$ cat config.mk
export PLATFORM = sky130hd
export DESIGN_NAME = sqrt_q4_4_flat
export DESIGN_NICKNAME = d
export VERILOG_FILES = /design/src/rtl/sqrt_q4_4_pkg.sv /design/src/rtl/sqrt_q4_4_if.sv /design/src/rtl/sqrt_q4_4_step.sv /design/src/rtl/sqrt_q4_4.sv /design/src/flat_wrapper.sv
export SDC_FILE = /design/constraint.sdc
export NUM_CORES = 1
export LEC_CHECK = 0
export ABC_CLOCK_PERIOD_IN_PS = 1820
export BUFFER_PORTS_ARGS = -buffer_cell sky130_fd_sc_hd__buf_2
export CORE_MARGIN = 2
export CORE_UTILIZATION = 52
export CTS_CLUSTER_DIAMETER = 30
export CTS_CLUSTER_SIZE = 14
export DETAILED_ROUTE_END_ITERATION = 10
export PLACE_DENSITY = 0.78
export RECOVER_POWER = 50
export SLEW_MARGIN = 20
export SYNTH_ARGS = -nofsm -noshare
export SYNTH_HDL_FRONTEND = slang
export SYNTH_SLANG_ARGS = --single-unit
$ cat constraint.sdc
create_clock -name clk -period 1.82 [get_ports clk]
set_input_delay 0.364 -clock clk [delete_from_list [all_inputs] [get_ports clk]]
set_output_delay 0.364 -clock clk [all_outputs]
set_load 0.005 [all_outputs]
$ cat src/rtl/sqrt_q4_4_pkg.sv
// Shared widths and state encoding for the Q4.4 square-root unit.
// The radicand is the Q4.4 operand with four extra fraction bits; its 6-bit root is the Q4.4 result.
package sqrt_pkg;

  localparam int IN_W   = 8;
  localparam int FRAC_W = 4;
  localparam int RAD_W  = 12;
  localparam int ROOT_W = 6;
  localparam int REM_W  = 8;
  localparam int ITER   = 6;
  localparam int CNT_W  = 3;

  typedef enum logic [1:0] {
    IDLE = 2'd0,
    BUSY = 2'd1,
    DONE = 2'd2
  } state_t;

endpackage

$ cat src/rtl/sqrt_q4_4_if.sv
// Operand/result bundle for the square-root unit.
// The requester drives the operand and load strobe; the unit returns the root and its done flag.
interface sqrt_q4_4_if;
  import sqrt_pkg::*;

  logic [IN_W-1:0] N;
  logic            ld;
  logic [IN_W-1:0] result;
  logic            flag;

  modport master (output N, output ld, input result, input flag);
  modport slave  (input N, input ld, output result, output flag);

endinterface

$ cat src/rtl/sqrt_q4_4_step.sv
// One restoring square-root iteration: bring down two radicand bits and conditionally subtract the trial value.
module sqrt_step
  import sqrt_pkg::*;
(
  input  logic [REM_W-1:0]  rem_in,
  input  logic [ROOT_W-1:0] root_in,
  input  logic [1:0]        pair,
  output logic [REM_W-1:0]  rem_out,
  output logic              bit_out
);

  logic [REM_W+1:0] shifted;
  logic [REM_W+1:0] trial;

  // The compare runs two bits wider than the stored remainder so no borrow or overflow is lost;
  // the kept remainder always fits back into REM_W bits because it never exceeds twice the root.
  always_comb begin
    shifted = {rem_in, pair};
    trial   = {2'b00, root_in, 2'b01};
    bit_out = (shifted >= trial);
    rem_out = bit_out ? REM_W'(shifted - trial) : REM_W'(shifted);
  end

endmodule

$ cat src/rtl/sqrt_q4_4.sv
// Sequential Q4.4 square root: loads an operand, resolves one root bit per clock over six clocks,
// then holds the result with the done flag until the next load.
module sqrt_q4_4
  import sqrt_pkg::*;
(
  input  logic        clk,
  input  logic        rst,
  sqrt_q4_4_if.slave  bus
);

  state_t            state;
  logic [RAD_W-1:0]  rad;
  logic [REM_W-1:0]  rem;
  logic [ROOT_W-1:0] root;
  logic [CNT_W-1:0]  cnt;
  logic [IN_W-1:0]   result_q;
  logic              flag_q;

  logic [REM_W-1:0]  rem_nxt;
  logic              bit_nxt;

  sqrt_step u_step (
    .rem_in  (rem),
    .root_in (root),
    .pair    (rad[RAD_W-1 -: 2]),
    .rem_out (rem_nxt),
    .bit_out (bit_nxt)
  );

  // Load takes priority in every state; the radicand shifts left so the next pair is always on top.
  // The result register only changes on the completing iteration, so it keeps the old root while busy.
  always_ff @(posedge clk or posedge rst) begin
    if (rst) begin
      state    <= IDLE;
      rad      <= '0;
      rem      <= '0;
      root     <= '0;
      cnt      <= '0;
      result_q <= '0;
      flag_q   <= 1'b0;
    end else if (bus.ld) begin
      state  <= BUSY;
      rad    <= {bus.N, {FRAC_W{1'b0}}};
      rem    <= '0;
      root   <= '0;
      cnt    <= '0;
      flag_q <= 1'b0;
    end else begin
      case (state)
        BUSY: begin
          rad  <= {rad[RAD_W-3:0], 2'b00};
          rem  <= rem_nxt;
          root <= {root[ROOT_W-2:0], bit_nxt};
          cnt  <= cnt + 3'd1;
          if (cnt == CNT_W'(ITER - 1)) begin
            result_q <= {{(IN_W-ROOT_W){1'b0}}, root[ROOT_W-2:0], bit_nxt};
            flag_q   <= 1'b1;
            state    <= DONE;
          end
        end
        default: begin
        end
      endcase
    end
  end

  assign bus.result = result_q;
  assign bus.flag   = flag_q;

endmodule

$ cat src/flat_wrapper.sv
// flat-port wrapper written by rule: the top's interface ports become plain ports
module sqrt_q4_4_flat import sqrt_pkg::*;
  (clk, rst, bus_N, bus_ld, bus_result, bus_flag);
  sqrt_q4_4_if bus_i ();
  input  logic clk;
  input  logic rst;
  input wire logic [$bits(bus_i.N)-1:0] bus_N;
  input wire logic [$bits(bus_i.ld)-1:0] bus_ld;
  output wire logic [$bits(bus_i.result)-1:0] bus_result;
  output wire logic [$bits(bus_i.flag)-1:0] bus_flag;
  assign bus_i.N = bus_N;
  assign bus_i.ld = bus_ld;
  assign bus_result = bus_i.result;
  assign bus_flag = bus_i.flag;
  sqrt_q4_4 u_core (.clk(clk), .rst(rst), .bus(bus_i));
endmodule
Word level (Yosys, flattened, before mapping)
Cells that the tools add are included.
W data, S select, Z words.
{ "word_totals": {"elab_cells": 32, "in_bits": 11, "ff_bits": 38, "out_inout_bits": 9} }
{ "op_classes": {"n_reduce_logical": 4, "n_lt_le_gt_ge": 1, "bitwise_logic": 1, "eq_ne": 2, "mux": 15, "add_sub_neg": 2} }
{ "op_table": {"columns": ["operator", "count"], "rows": [
  ["$mux W12", 2],
  ["$mux W8", 3],
  ["$mux W6", 2],
  ["$ge A10 B8 Y1", 1],
  ["$sub A8 B8 Y8", 1],
  ["$mux W2", 3],
  ["$mux W3", 2],
  ["$reduce_bool A2 Y1", 2],
  ["$add A3 B1 Y3 const B", 1],
  ["$eq A3 B3 Y1 const B", 1],
  ["$mux W1", 3],
  ["$reduce_and A3 Y1", 1],
  ["$eq A2 B1 Y1 const B", 1],
  ["$reduce_and A2 Y1", 1],
  ["$not A1 Y1", 1]
]} }

Depth between registers and ports, before layout
Gate-level depths: netlist (run 1).
{ "depth": {"ltp_word": 4, "mapped_depth": 8, "ltp_nobuf": 7} }

Hierarchy
From an unflattened synthesis (run 1), not the netlist that was laid out.
{ "hier_totals": {"cells_unflattened": 192, "hier_area_um2": 1866.8} }
{ "by_module_without_submodules": {"columns": ["module", "instances", "area_per_inst_um2", "seq_area_each_um2", "cells_per_inst"], "rows": [
  ["sqrt_q4_4", 1, 1402.6, 825.8, 137],
  ["sqrt_step", 1, 464.2, 0.0, 55]
]} }

Worst setup path after synthesis (run 1)
No wires, ideal clock.
{ "synth_path": {"kind": "register to register", "startpoint": "register u_core.rem[5]", "endpoint": "register u_core.rem[6]", "setup_ns": 0.137, "arrival_ns": 1.677, "synth_period_minus_slack_ns": 1.814, "setup_slack_ns": 0.006, "t_required_ns": 1.683, "path_stages_with_launch": 8, "n_path_buf": 1, "path_cell_list": "dfrtp_1 > ha_1 > a2111oi_2 > inv_1 > a31o_1 > buf_6 > mux2i_1 > a21oi_1"} }
{ "synth_via": {"elab_chain_cells": 4} }
{ "synth_rtl": {"columns": ["element", "line", "source"], "rows": [
  ["start: declaration", "sqrt_q4_4.sv:13", "logic [REM_W-1:0] rem;"],
  ["start signal: assignment", "sqrt_q4_4.sv:52", "rem <= rem_nxt;"],
  ["$ge A10 B8 Y1", "sqrt_q4_4_step.sv:20", "bit_out = (shifted >= trial);"],
  ["$mux W8", "sqrt_q4_4_step.sv:21", "rem_out = bit_out ? REM_W'(shifted - trial) : REM_W'(shifted);"],
  ["$mux W8", "sqrt_q4_4.sv:49", "case (state)"],
  ["$mux W8", "sqrt_q4_4.sv:41", "end else if (bus.ld) begin"]
]} }
No other way between the ends. The select of a mux whose other input is x is not followed.
A chain may end at the register's enable or synchronous reset.

Final worst setup path (run 1)
{ "layout_path": {"startpoint": "register u_core.rem[3]", "endpoint": "register u_core.rem[2]"} }
Same word-level chain as after synthesis.

==> flow_summary.yaml, run 1 <==
run:
  cap_violations: 0
cells_and_area:
  syn_to_final_growth_pct: 36.1
  final_nets: 270
  drive_gt1_share_pct: 40.4
  post-route-cell-area_mm2: 0.00249
  final_cells: 296
  fin_util_pct: 74.2
  diodes: 0
grt:
  overflow: 0
  grt.total_usage_pct: 23.7
  antenna_found_initial: 0
  grt_pass1_vias: 1588
  grt_first_pass_wirelength_um: 7320
  grt_max_degree: 34
detailed_routing:
  routed_wl_um: 4550
  drt_iter0_drc: 97
  vias_per_cell: 5.40
  wire_per_inst_um: 15.4
  antenna_left: 0
  dr_total_vias: 1598
  dr.pass1.iters: 5
  drc: 0
logic_synthesis:
  synthDistinctLibCells: 37
  ys_async_sr_fraction_pct: 100
  synthCells: 194
  avgSynthCellArea_um2: 9.45
  synth_largest_area_cell: "dfrtp_1"
  netlist_area_mm2: 0.00183
  synth-seq-cells: 33
  yosysSeqAreaShare_pct: 45.1
  synthDominantCellAreaShare_pct: 45.1
  yosysWarnings: 0
  synth_ff_type: "dfrtp_1"
  synth-edff-count: 0
  synth_top_cells_by_area: "dfrtp_1 (45%), ha_1 (6.8%), nand2_1 (5.5%), a21oi_1 (5.5%), mux2i_1 (4.9%)"
timing:
  finalSetupTns_ns: -0.204
  maxSlewViolCount: 0
  finClkSkew_ns: 0.00415
  finalHoldViolCount: 0
  finalSetupViolations: 6
  min_period_ns: 1.88
  setup_slack_ns: -0.0573
  relSlewSlack_pct: 46.8
  max_freq_mhz: 533
  worstMarginPinSlew_ns: 0.798
  whs_ns: 0.233
  min_period_over_period_pct: 103
  rsz0062_at_grt: "yes"
critical_path:
  worstSetupEndpointType: "flip-flop"
  crit_fanout: 5
  crit_path_start_kind: "flip-flop"
  critPathKind: "reg2reg"
  worstPathRequired_ns: 2.04
  arrival_ns: 2.10
outcome:
  violations: "setup timing"
  status: "finished, violations left"
power:
  p_leak_nw: 1.17
  peakVddDrop_mv: 0.932
  power-per-cell-area_mw_per_mm2: 1660
clock_tree:
  clk_pin_slew_ns: 0.10
  ctsRootBufferMaster: "clkbuf_4"
  clock_latency_ns: 0.33
  clock_path_buffers: 2
  htreeDepth: 2
  numCtsBuffers: 5
  clock-sinks: 33
  postCtsHoldBufs: 0
  cts_tree: "yes"
placement:
  place_inst: 277
  routabilityCongestion: 0.867
  port_buffers: 17
  dp_hpwl_um: 2800
  place_area_mm2: 0.00215
floorplan:
  die_h_um: 63.4
  die_area_mm2: 0.00402
  fp.coreArea_mm2: 0.00336
  initial_core_util_pct: 54.5
  io_pins: 20
  row_count: 21
  chipWidth_um: 63.4
min_path:
  hp-class: "in2reg"
==> worst max-delay path, stage by stage (launching register included) <==
cell and delay (ns):
dfrtp_1 0.43, ha_4 0.34, nand4_4 0.12, o221ai_4 0.21
buf_6 0.15, a31o_4 0.20, mux2i_2 0.23, a21oi_1 0.08
==> flip-flops by register name (all words and copies together), names as in the netlist <==
signal             cells
u_core.state           1
u_core.rem             8
u_core.cnt             3
u_core.root            6
u_core.bus.result      6
u_core.rad             8
u_core.bus.flag        1
==> where the power goes <==
group          internal [W]  switching, W  total [W]
Combinational       0.00140       0.00126    0.00266
Clock              0.000224      0.000240   0.000463
Sequential         0.000893      0.000131    0.00102
==> Yosys cell counts, types with 3 or more instances <==
| cell type | n |
|---|---|
| o21ai_0 | 14 |
| clkbuf_1 | 7 |
| nor2_1 | 13 |
| xor2_1 | 4 |
| mux2i_1 | 9 |
| nand2_1 | 27 |
| mux2_2 | 6 |
| xnor2_1 | 3 |
| a21oi_1 | 20 |
| dfrtp_1 | 33 |
| inv_1 | 14 |
| ha_1 | 10 |
| o221ai_1 | 3 |
==> per-layer routing <==
metal  wire [µm]  share of wire (%)  vias to the layer above  GRT usage (%)
met1        1940                 42                      761           29.0
met3         201                4.4                       11           5.36
met5           0                  0                        -              0
met4          96                2.1                        0           10.3
li1            -                  -                      779              -
met2        2320                 51                       47           39.9
==> final timing paths <==
path	start	endpoint	slack, ns	cells past startpoint
worst max register to register	u_core.rem[3]	u_core.rem[2]	-0.06	7
worst min register to register	u_core.bus.result[5]	u_core.bus.result[5]	0.51	1
worst min-delay path	bus_N[4]	u_core.rad[8]	0.23	3
worst max-delay path	u_core.rem[3]	u_core.rem[2]	-0.06	7
min in group asynchronous	rst	u_core.root[0]	0.25	3
max in group asynchronous	rst	u_core.rad[6]	1.07	3
==> layout make-up <==
cell class	count	area [µm²]
clock buffer	7	65.1
timing repair buffer	58	394
inverter	14	52.6
tap	46	57.6
multi-input combinational	137	1090
clock inverter	1	5.00
fill	260	868
sequential	33	826
==> layout by cell type (no fill, tap or decap), types with 2 or more instances in the layout <==
master,Yosys,layout
xnor2_1,3,3
inv_1,14,9
dfrtp_1,33,33
clkbuf_4,0,5
nor2_1,13,13
a211oi_1,2,2
o21ai_0,14,14
mux2_2,6,6
a21oi_1,20,17
ha_1,10,4
nor3_2,1,2
nand2_1,27,26
conb_1,1,2
nand2b_1,2,2
ha_4,0,6
o211ai_1,2,2
nand3_1,2,2
xor2_1,4,4
clkbuf_8,0,2
buf_4,2,39
buf_2,2,17
inv_2,0,5
a21oi_4,0,2
mux2i_1,9,8
nor2b_2,0,2
o221ai_1,3,3
==> cells by family (layout without fill, tap and decap cells) <==
| kind of cell | count (synthesis) | after routing | synth area share (%) |
|---|---|---|---|
| AND/OR/NAND/NOR | 53 | 53 | 13.1 |
| AO/OA/AOI/OAI | 49 | 50 | 16.6 |
| multiplexers | 15 | 15 | 8.60 |
| other | 1 | 2 | 0.205 |
| buffers and inverters | 26 | 80 | 6.28 |
| adder cells (fa/ha/maj) | 10 | 10 | 6.83 |
| flip-flops | 33 | 33 | 45.1 |
| XOR/XNOR | 7 | 7 | 3.34 |
==> per-stage QoR <==
step / total power [W] / setup WS [ns]
CTS: 0.00358 / -0.00219
floorplan: 0.00218 / 0.00606
global placement: 0.00276 / -0.0977
finish: 0.00415 / -0.0573
global route: 0.00436 / -0.116
detailed placement: 0.00281 / -0.194
==> repair_timing <==
action | 4_1_cts | 5_1_grt
pin swaps | 8 | 12
gates cloned | 0 | 1
gates resized for setup | 13 | 18
setup buffers | 4 | 7
setup endpoints to repair | 8 | 10
Power figures use the tool's default switching activity.
==> run 2: changes to the inputs <==
- CORE_ASPECT_RATIO: unset -> 1.2
==> run 2 against run 1 <==
  * The flow still finishes with violations (setup timing)
  * Clock skew increased by 0.0020 ns
  * Cell area decreased by 3.7%
  * Sequential share of layout area increased by 1.3 points
  * Worst setup slack got worse by 0.050 ns
  * Worst hold slack improved by 0.056 ns
  * Cell count decreased by 6.1%
  * Combinational power decreased by 9.8%
  * Routed wire length decreased by 2.6%
  * First-iteration DRC count decreased by 29%
==> flow_summary.yaml, run 2 (same netlist as run 1, synthesis figures left out) <==
timing:
  relSlewSlack_pct: 47.1
  setup_slack_ns: -0.107
  max_freq_mhz: 519
  maxSlewViolCount: 0
  finClkSkew_ns: 0.00616
  finalHoldViolCount: 0
  whs_ns: 0.288
  worstMarginPinSlew_ns: 0.794
  finalSetupTns_ns: -0.410
  min_period_ns: 1.93
  finalSetupViolations: 7
  rsz0062_at_grt: "yes"
  min_period_over_period_pct: 106
cells_and_area:
  syn_to_final_growth_pct: 31.1
  fin_util_pct: 71.4
  reg_top3: "u_core.rad: 8 flops, u_core.rem: 8 flops"
  final_nets: 262
  diodes: 0
  layout_common_cells: "dfrtp_1 (33), buf_4 (31), nand2_1 (26)"
  final_common_cell: "dfrtp_1"
  drive_gt1_share_pct: 36.5
grt:
  overflow: 0
  grt_max_degree: 34
  grt.total_usage_pct: 23.0
  grt_pass1_vias: 1602
  grt_first_pass_wirelength_um: 7100
  antenna_found_initial: 0
clock_tree:
  clock_path_buffers: 2
  cts_tree: "yes"
  numCtsBuffers: 5
  htreeDepth: 2
  postCtsHoldBufs: 0
  clock-sinks: 33
  ctsRootBufferMaster: "clkbuf_8"
  clk_pin_slew_ns: 0.06
  clock_latency_ns: 0.28
critical_path:
  worstSetupEndpointType: "flip-flop"
  worstPathRequired_ns: 1.98
  r2r_cells: 7
  ff2ff_setup_slack_ns: -0.11
  arrival_ns: 2.09
  crit_fanout: 5
  critPathKind: "reg2reg"
  crit_path_start_kind: "flip-flop"
floorplan:
  row_count: 23
  chipWidth_um: 58.2
  fp.coreArea_mm2: 0.00337
  die_area_mm2: 0.00402
  initial_core_util_pct: 54.4
  io_pins: 20
  die_h_um: 69.0
detailed_routing:
  drc: 0
  dr_total_vias: 1585
  wire_per_inst_um: 15.9
  vias_per_cell: 5.70
  drt_iter0_drc: 69
  antenna_left: 0
  dr.pass1.iters: 4
  routed_wl_um: 4430
power:
  p_int_w: 0.00242
  peakVddDrop_mv: 1.12
  combPwrFrac_pct: 60.5
  p_leak_nw: 1.14
  seqPwrFrac_pct: 25.8
  netSwitchingFraction_pct: 39.0
  power-per-cell-area_mw_per_mm2: 1650
  power.switching_w: 0.00155
  p_clk_share_pct: 13.7
outcome:
  status: "finished, violations left"
  violations: "setup timing"
min_path:
  min_path_cells: 3
  hp-class: "in2reg"
placement:
  dp_hpwl_um: 2870
  routabilityCongestion: 0.864
  port_buffers: 17
run:
  cap_violations: 0
## run 2: layer usage
layer / wire (µm) / track usage (%) / vias up
met3: 192 / 5.44 / 14
li1: - / - / 758
met1: 1780 / 26.4 / 758
met5: 0 / 0 / -
met4: 139 / 13.4 / 0
met2: 2320 / 38.1 / 55
## run 2: power groups by stage
stage                     logic [W]  clock network (W)  registers (W)
after floorplan             0.00118                  0       0.000999
after global placement      0.00166                  0        0.00100
after detailed placement    0.00173                  0        0.00101
after CTS                   0.00190           0.000548        0.00102
after global routing        0.00255           0.000577        0.00104
final                       0.00240           0.000544        0.00102
## run 2: timing repair
action | 4_1_cts | 5_1_grt
setup buffers | 0 | 5
gates cloned | 0 | 1
pin swaps | 3 | 8
resized for setup | 9 | 17
hold endpoints to repair | 0 | 0
endpoints found under the setup margin | 8 | 10
## run 2: area by class of cell
type,count,area (µm²)
Multi-Input combinational cell,137,1060
Sequential cell,33,826
Timing Repair Buffer,50,334
Inverter,14,52.6
Tap cell,37,46.3
Clock buffer,7,86.3
Fill cell,220,963
## run 2: stage by stage
step / total power, W / worst slack, ns / area, µm² / instances
2_1_floorplan: 0.00218 / 0.00606 / 1840 / 195
3_3_place_gp: 0.00267 / -0.0924 / 2120 / 265
3_5_place_dp: 0.00273 / -0.156 / 2120 / 265
4_1_cts: 0.00346 / -0.0320 / 2280 / 272
5_1_grt: 0.00417 / -0.153 / 2400 / 278
6_report: 0.00397 / -0.107 / 2400 / 278
## run 2: critical path: stages (launching register included)
cell	delay, ns
dfrtp_1	0.42
ha_4	0.32
nand4_4	0.12
o221ai_2	0.20
buf_4	0.17
a31o_4	0.21
mux2i_1	0.27
a21oi_1	0.09
## run 2: path summary, 6_finish.rpt
path | startpoint | to
setup / recovery | u_core.rem[2] | u_core.rem[3]
hold / removal | bus_N[2] | u_core.rad[6]
setup reg to reg | u_core.rem[2] | u_core.rem[3]
hold reg to reg | u_core.bus.result[5] | u_core.bus.result[5]
max in group asynchronous | rst | u_core.rad[4]
min in group asynchronous | rst | u_core.root[3]
